## src/rtl/arb_pkg.sv

```systemverilog
// Shared constants and state encoding for the 16-way round-robin arbiter.
package arb_pkg;

  localparam int N_REQ = 16;
  localparam int IDX_W = 4;

  typedef enum logic {
    ARB_IDLE,
    ARB_GRANT
  } arb_state_t;

endpackage : arb_pkg

```

## src/rtl/rr_arbiter16_demux16.sv

```systemverilog
// One-hot decoder: drives out_o[sel_i] with in_i, every other bit zero.
module demux16
  import arb_pkg::*;
(
  input  logic             in_i,
  input  logic [IDX_W-1:0] sel_i,
  output logic [N_REQ-1:0] out_o
);

  // Route the enable onto the selected line only.
  always_comb begin
    out_o        = '0;
    out_o[sel_i] = in_i;
  end

endmodule : demux16

```

## src/rtl/rr_arbiter16.sv

```systemverilog
// Round-robin arbiter for 16 requesters with registered, held grants.
// Optional forced revoke after HOLD_MAX grant cycles: define ARB_TIMEOUT_EN.
module rr_arbiter16
  import arb_pkg::*;
#(
  parameter int HOLD_MAX = 64
) (
  input  logic             clk,
  input  logic             reset,
  input  logic [N_REQ-1:0] req,
  output logic [N_REQ-1:0] gnt,
  output logic [IDX_W-1:0] owner,
  output logic             busy,
  output logic             timeout
);

  if (HOLD_MAX < 1 || HOLD_MAX > 255) begin : g_bad_hold_max
    $error("rr_arbiter16: HOLD_MAX must be in 1..255");
  end

  arb_state_t       state_q, state_d;
  logic [IDX_W-1:0] owner_q, owner_d;
  logic [IDX_W-1:0] ptr_q,   ptr_d;
  logic             timeout_q, timeout_d;

  // First set request scanning p, p+1, ... with mod-16 wrap.
  function automatic logic [IDX_W-1:0] rr_pick(input logic [N_REQ-1:0] r,
                                               input logic [IDX_W-1:0] p);
    logic [IDX_W-1:0] idx;
    logic [IDX_W-1:0] win;
    logic             found;
    win   = p;
    found = 1'b0;
    for (int i = 0; i < N_REQ; i++) begin
      idx = p + IDX_W'(i);
      if (!found && r[idx]) begin
        win   = idx;
        found = 1'b1;
      end
    end
    return win;
  endfunction

`ifdef ARB_TIMEOUT_EN
  localparam logic [7:0] HOLD_LAST = 8'(HOLD_MAX - 1);
  logic [7:0] hold_q, hold_d;
  logic       expired;

  // Hold counter: zero while idle so it starts at 0 on the first grant cycle.
  always_comb begin
    hold_d  = (state_q == ARB_GRANT) ? hold_q + 8'd1 : 8'd0;
    expired = (state_q == ARB_GRANT) && (hold_q == HOLD_LAST);
  end
`else
  logic expired;
  assign expired = 1'b0;
`endif

  // Next-state logic: arbitrate in IDLE, hold in GRANT until release or expiry.
  always_comb begin
    // NOTE: every signal gets a default first so no path leaves it unassigned (no latches).
    state_d   = state_q;
    owner_d   = owner_q;
    ptr_d     = ptr_q;
    timeout_d = 1'b0;
    unique case (state_q)
      ARB_IDLE: begin
        if (|req) begin
          state_d = ARB_GRANT;
          owner_d = rr_pick(req, ptr_q);
        end
      end
      ARB_GRANT: begin
        if (!req[owner_q]) begin
          // A normal release wins over a simultaneous expiry: no pulse.
          state_d = ARB_IDLE;
          ptr_d   = owner_q + IDX_W'(1);
        end else if (expired) begin
          state_d   = ARB_IDLE;
          ptr_d     = owner_q + IDX_W'(1);
          timeout_d = 1'b1;
        end
      end
      default: state_d = ARB_IDLE;
    endcase
  end

  // State registers with synchronous reset that overrides every other event.
  always_ff @(posedge clk) begin
    // NOTE: sequential state uses non-blocking assignments so all registers update together.
    if (reset) begin
      state_q   <= ARB_IDLE;
      owner_q   <= '0;
      ptr_q     <= '0;
      timeout_q <= 1'b0;
    end else begin
      state_q   <= state_d;
      owner_q   <= owner_d;
      ptr_q     <= ptr_d;
      timeout_q <= timeout_d;
    end
  end

`ifdef ARB_TIMEOUT_EN
  // Hold counter register.
  always_ff @(posedge clk) begin
    if (reset) hold_q <= 8'd0;
    else       hold_q <= hold_d;
  end
`endif

  assign busy    = (state_q == ARB_GRANT);
  assign owner   = owner_q;
  assign timeout = timeout_q;

  demux16 u_demux16 (
    .in_i  (busy),
    .sel_i (owner_q),
    .out_o (gnt)
  );

  a_gnt_onehot0 : assert property (@(posedge clk) $onehot0(gnt));

endmodule : rr_arbiter16
```

## config.mk

```make
export PLATFORM = sky130hd
export DESIGN_NAME = rr_arbiter16
export DESIGN_NICKNAME = d
export VERILOG_FILES = /design/src/rtl/arb_pkg.sv /design/src/rtl/rr_arbiter16_demux16.sv /design/src/rtl/rr_arbiter16.sv
export SDC_FILE = /design/constraint.sdc
export NUM_CORES = 1
export LEC_CHECK = 0
export CAP_MARGIN = 5
export CORE_UTILIZATION = 53
export DETAILED_ROUTE_END_ITERATION = 12
export PLACE_DENSITY = 0.82
export SLEW_MARGIN = 0
export SYNTH_ARGS = -nofsm -noshare
export SYNTH_HDL_FRONTEND = slang
export SYNTH_SLANG_ARGS = --single-unit
```

## constraint.sdc

```tcl
create_clock -name clk -period 5 [get_ports clk]
set_input_delay 0.75 -clock clk [delete_from_list [all_inputs] [get_ports clk]]
set_output_delay 0.75 -clock clk [all_outputs]
set_load 0.02 [all_outputs]
```

==> qor.txt <==
========================================================================================
Result of the run .........................................................    completed
Pin slew with the least headroom to its limit .............................       966 ps
Final setup TNS ...........................................................         0 ps
Remaining global-route overflow ...........................................            0
Vertical extent of the die ................................................      82.2 um
Number of cells on the worst hold path ....................................            2
Register bit count reported by yosys ......................................            9
Placed wire-length estimate ...............................................      7780 um
Most frequently used flop master after synthesis .......................... sky130_fd_sc_hd__dfxtp_1
Mean area per synthesized cell ............................................   9.11 sq um
Cell at the root of the clock tree ........................................ sky130_fd_sc_hd__clkbuf_8
Total core area ........................................................... 0.00606 sq mm
Worst-path clk slew .......................................................        50 ps
Critical path capture point type ..........................................         flop
GR met1 Demand/Resource ...................................................        0.452
Achievable Freq ...........................................................      230 MHz
Count of buffers added by post-CTS timing repair for setup ................            0
Maximum fanout along the worst path .......................................           17
Clk Latency, worst-skew pair ..............................................       250 ps
Post-synthesis async set-or-reset flop share ..............................            0
Final hold violation count ................................................            0
Ratio of cells with drive above 1 in the final layout .....................        0.232
Biggest area contributors in the synthesized netlist ...................... sky130_fd_sc_hd__mux4_2 (18%), sky130_fd_sc_hd__mux2_2 (9.9%), sky130_fd_sc_hd__mux4_1 (5.4%), sky130_fd_sc_hd__dfxtp_1 (5.3%), sky130_fd_sc_hd__mux2i_1 (5.0%)
# H-tree levels ...........................................................            1
Initial DRT Pass Iterations ...............................................            5
Clock buffers created by TritonCTS ........................................            3
Largest net degree at the start of global routing .........................           35
Startpoint of the lowest-slack hold path ..................................         busy
Synth warnings ............................................................            0
Worst hold-check path type ................................................ flop to flop
Number of synthesized flops with an enable pin ............................            0
Setup Viol. Count Final ...................................................            0
Number of library cell types mapped by synthesis ..........................           77
Starting density of the core ..............................................        0.562
Via count of the first global-routing pass ................................        3,102
Static Leak ...............................................................   0.00135 uW
Cts repair resizes ........................................................            0
Data arrival time of the critical path ....................................      4490 ps
Total number of nets in the final design ..................................          418
Final routed DRC violation total ..........................................            0
RSZ-0062 raised after global routing ......................................           no
Reg2Reg Depth .............................................................           11
Post-layout min period ....................................................      4340 ps
Wire length of the first global-routing pass ..............................    16,600 um
Largest area contributor in the synthesized netlist ....................... sky130_fd_sc_hd__mux4_2
Final worst clock skew ....................................................      3.80 ps
# Max-Cap Violations ......................................................            0
Capturing point of the worst reg2reg path .................................     owner[0]
Max-slew violations .......................................................            0
Crit path buf inv count ...................................................            1
Antenna diode count .......................................................            0
Port Buffers ..............................................................           38
Final weighted congestion of routability-driven global placement ..........        0.998
Clock tree buffer depth ...................................................            2
Filler Cells Inserted .....................................................          513
Element type at the critical path start ...................................         flop
Die Wd ....................................................................      82.2 um
Req. time, crit path ......................................................      5150 ps
Total GRT Usage ...........................................................        0.327
Startpoint of the most critical register-to-register path .................     ptr_q[2]
Gate Count Post-Synth .....................................................          374
Post-synth net total ......................................................          403
Post-route total power ....................................................      2310 uW
Flop-to-flop setup slack ..................................................       660 ps
Mean number of vias per cell ..............................................         7.34
Max_slew headroom .........................................................        0.355
Vias after detailed routing ...............................................        3,400
Number of rows in the core area ...........................................           28
Cell chain of the critical path ........................................... inv_2 -> ha_1 -> a21boi_0 -> xnor2_1 -> mux2i_4 -> nor4b_4 -> nand4_4 -> and4bb_4 -> nor3_2 -> or4_1 -> o311ai_1
Worst Path Class, Setup ................................................... flop to flop
Netlist Area Pre-Place .................................................... 0.00341 sq mm
Category of cells accounting for the largest share of critical-path delay . simple AND/OR/NAND/NOR gates
Final period utilization ..................................................        0.868
Max stage delay cell, worst path .......................................... sky130_fd_sc_hd__dfxtp_1
Slowest Stage Delay on Critical Path ......................................       760 ps
Met2 usage ................................................................        0.519
DRT iter0 DRCs ............................................................          464
Top-level I/O count .......................................................           40
Total Die Area ............................................................ 0.00676 sq mm
Initial antenna violation count ...........................................            0
End point of the most critical hold path ..................................         busy
Met3 track demand over resource in global routing .........................       0.0440
Hold buffer count at cts ..................................................            0
WL per Instance ...........................................................      22.3 um
Number of sinks on the clock net ..........................................            9
Wire length reported by the detailed router ...............................    10,300 um
Sequential share of the synthesized area ..................................       0.0529
Busiest layer in global routing ...........................................         met2
Share of the synthesized area in the top cell type ........................        0.178
Maximum resistive drop on vdd .............................................     0.308 mV
PD cells ..................................................................  619 mW/mm^2
Residual antenna-violating net count after detailed routing ...............            0
CTS tree ..................................................................          yes
Area growth from synthesis to layout ......................................        9.54%
========================================================================================
cells in the mapped netlist, drive strengths merged (5+ instances only):
master	instances
nor2	37
mux2	35
mux4	34
nand2	24
clkbuf	22
mux2i	21
a21oi	16
o21ai	14
inv	12
buf	11
ha	11
dfxtp	9
nand3	8
nor3	8
a211oi	7
and3	7
nand2b	6
o211ai	6
xnor2	6
nor2b	5
nor4	5
xor2	5
where the power goes:
part	internal [uW]	leakage, uW	total, uW	switching, uW
clock network	56.2	0.0000228	91.8	35.7
logic	905	0.00125	2050	1140
registers	95.4	0.0000739	171	75.3
total	1060	0.00135	2310	1250
metrics by stage:
step | cells | hold slack (ps) | worst slack [ps] | util | instance area [sq um]
final | 463 | 604 | 661 | 0.616 | 3730
after global routing | 463 | 640 | 448 | 0.616 | 3730
after CTS | 463 | 598 | 748 | 0.616 | 3730
after detailed placement | 459 | 591 | 674 | 0.609 | 3690
after global placement | 459 | 577 | 814 | 0.609 | 3690
after floorplan | 374 | 622 | 893 | - | 3410
worst reg2reg max path: cells and delay by family (launching register included):
family	cells	cell delay, ps
compound gates	2	240
simple gates	5	1470
mux	1	480
fa+ha+maj	1	310
buf+inv	1	280
flops	1	760
xor+xnor	1	700
registers in the layout, indices dropped and copies added, names as in the netlist:
signal and count:
busy 1, ptr_q 4, owner 4
area by class of cell:
| class | instances | area, sq um | area share |
|---|---|---|---|
| Clock buffer | 4 | 45.0 | 0.0121 |
| Inverter | 12 | 45.0 | 0.0121 |
| Multi-Input combinational cell | 319 | 2940 | 0.789 |
| Sequential cell | 9 | 180 | 0.0483 |
| Tap cell | 75 | 93.8 | 0.0251 |
| Timing Repair Buffer | 44 | 425 | 0.114 |
layer usage:
layer,wire [um],vias to the layer above
met5,0,-
met4,354,0
met2,4900,256
met3,956,43
met1,4130,1624
li1,-,1477
kinds of logic after synthesis:
| family | after synthesis | synth area share |
|---|---|---|
| other | 1 | 0.00110 |
| adders and majority gates | 11 | 0.0404 |
| muxes | 90 | 0.426 |
| DFF | 9 | 0.0529 |
| and+or+nand+nor | 128 | 0.213 |
| AOI/OAI and AO/OA | 78 | 0.155 |
| buffers and inverters | 46 | 0.0833 |
| xor gates and xnor gates | 11 | 0.0283 |
cell usage in the layout (no fill, tap or decap), types with 6 or more instances in the layout:
master and count:
sky130_fd_sc_hd__mux4_2 27, sky130_fd_sc_hd__clkdlybuf4s50_1 38, sky130_fd_sc_hd__mux2_2 30, sky130_fd_sc_hd__o21ai_0 14
sky130_fd_sc_hd__buf_4 6, sky130_fd_sc_hd__nand2b_1 6, sky130_fd_sc_hd__nand3_1 8, sky130_fd_sc_hd__dfxtp_1 9
sky130_fd_sc_hd__mux2i_1 17, sky130_fd_sc_hd__inv_1 11, sky130_fd_sc_hd__nor2_1 37, sky130_fd_sc_hd__mux4_1 7
sky130_fd_sc_hd__xnor2_1 6, sky130_fd_sc_hd__a21oi_1 16, sky130_fd_sc_hd__nor3_1 7, sky130_fd_sc_hd__o211ai_1 6
sky130_fd_sc_hd__nand2_1 24, sky130_fd_sc_hd__a211oi_1 7, sky130_fd_sc_hd__ha_1 11
worst max path at each step:
stage | start | to | slack, ps | cells after the start
after floorplan | ptr_q[1] | owner[0] | 890 | 15
after global placement | req[11] | owner[0] | 810 | 10
after detailed placement | req[9] | owner[0] | 670 | 10
after CTS | ptr_q[1] | owner[0] | 750 | 12
after global routing | ptr_q[1] | owner[3] | 450 | 12
final | ptr_q[2] | owner[0] | 660 | 11
(Power assumes the default switching activity.)
==> edit 1, RTL diff (config.mk and constraints unchanged) <==
Build with the macro `ARB_TIMEOUT_EN` defined.
--- a/src/rtl/rr_arbiter16.sv
+++ b/src/rtl/rr_arbiter16.sv
@@ -1,5 +1,7 @@
 // Round-robin arbiter for 16 requesters with registered, held grants.
 // Optional forced revoke after HOLD_MAX grant cycles: define ARB_TIMEOUT_EN.
+`define ARB_TIMEOUT_EN
+
 module rr_arbiter16
   import arb_pkg::*;
 #(
Function: no difference found for any inputs over 10 cycles, from zero or initial values and one cycle with reset high; that may be too few to reach the edited logic, so the function may still have changed.
==> edit 1 against the unedited design <==
  * Count of clock-buffer cells in the layout did not move
  * Wire length rose by 7.9%
  * Setup slack got worse by 0.015 ns
  * Design area rose by 9.7%
  * Sequential cell count rose by 9
  * Clock power rose by 30%
  * Synthesized area rose by 4.8%
  * Non-clock buffer count rose by 6
  * Core utilization rose by 2.2 points
  * Total power rose by 20%
  * Die area rose by 4.7%
  * Critical path type unchanged
  * Largest power group unchanged
==> edit 1: results (changes against the unedited design) <==
part of the power in registers=0.080 (+0.006); synth cell count leaders=52 x nor2_1, 34 x mux4_2, 29 x nand2_1, 19 x a21oi_1, 18 x dfxtp_1; Worst VDD drop=0.000453 V (+47%); aggregate global-route resource usage=0.324 (-0.00319); post-synthesis sequential area ratio=0.101 (+0.0480); number of global-route vias before repair=3,599 (+16%); clock-pin slew on the worst setup and hold paths=0.07 ns (+0.02 ns); Avg Vias per Cell=7.27 (-1.0%); Final Routed Wirelength=11.2 mm (+7.9%); actual slew at the worst max-slew pin=0.757 ns (-0.208 ns); Setup WS pre-CTS=0.724 ns (+0.0509 ns); Buffers on Ports=39 (+2.6%); Pleak=1.43 nW (+5.8%); sw frac=0.553 (+0.0101); first-pass GRT wire length=18.4 mm (+11%); top cells by area, synth=mux4_2 21%, dfxtp_1 10%, nor2_1 5.5%, mux2_2 4.4%, ha_1 4.2%; Area after DPL=4040 um2 (+9.6%); Combinational Power Share=0.877 (-0.009); Crit-path slowest cell=ha_1; Finished Layout Cells=524 (+13%); Initial DRC Count=462 (-0.43%); dominant synthesized flop cell=dfxtp_1; fin nets=478 (+14%); Placed Cells=520 (+13%); Gate Count Post-Synth=414 (+11%); max incr delay on CP=0.79 ns (+0.03 ns); routability congestion estimate=1.02 (+2.2%); Worst EP arrival=4.47 ns (-0.02 ns); Synthesized Nets=444 (+10%); status=finished, final reports clean; HPWL Detailed=8.46 mm (+8.7%); fraction of layout cells with a size suffix above 1=0.172 (-0.0597); crit-path max FO=18 (+1); Layout fillers=536 (+4.5%); Clock Skews=0.000634 ns (-0.00317 ns); Distinct cells, synth=63 (-18%); largest net degree at the start of global routing=29 (-17%)
==> edit 1: layout make-up <==
| type | instances | area [um2] | share of cell area |
|---|---|---|---|
| clock buffers | 4 | 55.1 | 0.0134 |
| inverters | 18 | 67.6 | 0.0165 |
| multi-input cells | 357 | 3040 | 0.743 |
| flip-flops and latches | 18 | 360 | 0.0880 |
| well taps | 77 | 96.3 | 0.0235 |
| repair buffers | 50 | 473 | 0.115 |
==> edit 1: path summary, 6_finish.rpt <==
kind                              start                    end  slack (ns)  cells past startpoint
hold reg to reg    hold_q[0]$_SDFF_PP0_   hold_q[0]$_SDFF_PP0_        0.47                      1
setup reg to reg  ptr_q[0]$_SDFFE_PP0P_  owner[0]$_SDFFE_PP0P_        0.65                     12
setup / recovery  ptr_q[0]$_SDFFE_PP0P_  owner[0]$_SDFFE_PP0P_        0.65                     12
hold / removal     hold_q[0]$_SDFF_PP0_   hold_q[0]$_SDFF_PP0_        0.47                      1
==> edit 1: per-layer routing <==
metal,global-route usage,routed length [um],up-vias
met4,0.107,437,0
met5,0,0,-
met1,0.434,4470,1836
met2,0.535,5210,252
met3,0.0475,1040,39
li1,-,-,1682
==> edit 1: critical path, delay by kind of cell (launching register included) <==
kind / cells / cell delay (ns)
mux: 3 / 1.35
compound gates: 4 / 0.82
fa+ha+maj: 1 / 0.79
simple gates: 2 / 0.72
flops: 1 / 0.33
buf+inv: 2 / 0.21
==> edit 1: kinds of logic after synthesis <==
group                    count (synthesis)  share of synthesized area
adder cells (fa/ha/maj)                 12                     0.0420
multiplexers                            67                      0.333
flip-flops                              18                      0.101
AND/OR/NAND/NOR                        156                      0.226
AO/OA/AOI/OAI                          103                      0.204
buffers and inverters                   39                     0.0469
XOR/XNOR                                19                     0.0466
==> edit 2, RTL diff (same settings) <==
Without the edit above. Change the package constant `IDX_W` from 4 to 3.
--- a/src/rtl/arb_pkg.sv
+++ b/src/rtl/arb_pkg.sv
@@ -2,7 +2,7 @@
 package arb_pkg;
 
   localparam int N_REQ = 16;
-  localparam int IDX_W = 4;
+  localparam int IDX_W = 3;
 
   typedef enum logic {
     ARB_IDLE,
Ports: changed (resized owner); port bits go from 40 to 39. The function was not compared with the original's and may differ.
==> edit 2 against the unedited design <==
  * Global-route usage is 3.8 points lower
  * Clock skew is 0.0032 ns lower
  * Critical path depth is 2 lower
  * Cell count is 54% lower
  * Synthesized area is 59% lower
  * Setup slack better by 0.86 ns
  * Sequential cell count is 2 lower
  * Wire length is 65% lower
  * Total power is 61% lower
  * Fmax is 25% higher
  * Sequential power is 30% lower
  * Design area is 55% lower
  * Synthesized cell count is 58% lower
  * Critical path type unchanged
==> edit 2: results (changes against the unedited design) <==
status=finished, final reports clean; clock-pin slew on the worst setup and hold paths=0.06 ns; Pleak=0.605 nW (-55%); metal2 WL=1.86 mm (-62%); Placed Cells=210 (-54%); routability congestion estimate=0.943 (-5.6%); crit-path max FO=15 (-2); Buffers on Ports=29 (-24%); synth cell count leaders=14 x nor2_1, 13 x a21oi_1, 11 x nand2_1, 10 x buf_4; Top Family by Delay on Critical Path=multiplexers; aggregate global-route resource usage=0.289 (-0.0381); Post-CTS Setup Repair Bufs=0 (unchanged); max incr delay on CP=0.61 ns (-0.15 ns); max layer used=met4; Initial DRT Pass Iterations=4 (-1); via count=1,390 (-59%); antenna violations before repair=0 (unchanged); Worst VDD drop=0.000392 V (+27%); Crit Path Class=reg2reg; routed length on met1=1.47 mm (-64%); Distinct cells, synth=48 (-38%); hold path startpoint=busy$_SDFF_PP0_; fraction of layout cells with a size suffix above 1=0.152 (-0.0798); final hold slack=0.564 ns (-0.0405 ns); Avg Inst Size Synth=8.84 um2 (-3.0%); HPWL Detailed=2.74 mm (-65%); Avg Vias per Cell=6.50 (-12%); Worst EP arrival=3.68 ns (-0.81 ns); clk buf depth=2 (unchanged); Worst Setup SP=ptr_q[1]$_SDFFE_PP0P_; end of the worst register-to-register path=owner[1]$_SDFFE_PP0P_; WL/cell=17.0 um (-24%); number of global-route vias before repair=1,306 (-58%); post-cts sizing count=0 (unchanged); clk root buf=clkbuf_4; first-pass GRT wire length=5.98 mm (-64%); Reg2Reg Depth=9 (-2); # H-tree levels=1 (unchanged); cts bufs inserted=3 (unchanged); synth warn=0 (unchanged); min-delay worst type=reg2reg; Met3 Routed Length=255 um (-73%); Initial DRC Count=38 (-92%); largest net degree at the start of global routing=18 (-49%); Clock Skews=0.000616 ns (-0.00319 ns); Crit-path slowest cell=ha_1; post-synthesis sequential area ratio=0.100 (+0.0475); Worst R2R Setup Slack=1.52 ns (+0.86 ns); actual slew at the worst max-slew pin=0.589 ns (-0.377 ns); top cells by area, synth=mux4_2 13%, dfxtp_1 10%, mux4_1 9.4%, mux2_2 6.5%, buf_4 5.4%; Clock Latency Late Sink=0.25 ns (about the same); final worst-path cycle share=0.696 (-0.172); ant diodes=0 (unchanged); dominant synthesized flop cell=dfxtp_1; ys async rst share=0 (unchanged)
## edit 2: changes by cell type after synthesis, moves of 9 or more
cell     before  now
mux2i_1      17    4
mux2_2       30    8
nor2_1       37   14
nand2_1      24   11
o21ai_0      14    5
mux4_2       27    8
## edit 2: tightest hold or removal path, cell delays in order (launching register included)
cell and delay (ns):
dfxtp_1 0.35, nor2_1 0.12, nor3_1 0.05
## edit 2: how the worst min path moves through the flow
stage	endpoint	depth (start not counted)
floorplan	busy$_SDFF_PP0_	2
CTS	busy$_SDFF_PP0_	2
finish	busy$_SDFF_PP0_	2
detailed placement	busy$_SDFF_PP0_	2
global placement	busy$_SDFF_PP0_	2
global route	busy$_SDFF_PP0_	2
## edit 2: cell type report
class	instances	area [um2]
clock buffer	4	26.3
fill	199	792
inverter	7	26.3
multi-input combinational	135	1150
sequential	7	140
tap	30	37.5
timing repair buffer	31	305
## edit 2: cells by family (layout without fill, tap and decap cells)
| logic type | after synthesis | in the layout | synth area share |
|---|---|---|---|
| other | 1 | 9 | 0.00269 |
| adder cells (fa/ha/maj) | 3 | 3 | 0.0269 |
| flip-flops | 7 | 7 | 0.100 |
| AND/OR/NAND/NOR | 56 | 56 | 0.210 |
| multiplexers | 28 | 28 | 0.356 |
| AO/OA/AOI/OAI | 35 | 35 | 0.182 |
| XOR/XNOR | 4 | 4 | 0.0251 |
| buffers and inverters | 24 | 42 | 0.0977 |
## edit 2: routing by layer
| metal | vias up | global-route usage |
|---|---|---|
| li1 | 651 | - |
| met1 | 657 | 0.359 |
| met2 | 76 | 0.502 |
| met3 | 6 | 0.0546 |
| met4 | 0 | 0.0746 |
| met5 | - | 0 |
## edit 2: power breakdown
part	switching, mW	internal, mW
logic	0.375	0.350
clock network	0.0225	0.0306
registers	0.0442	0.0757
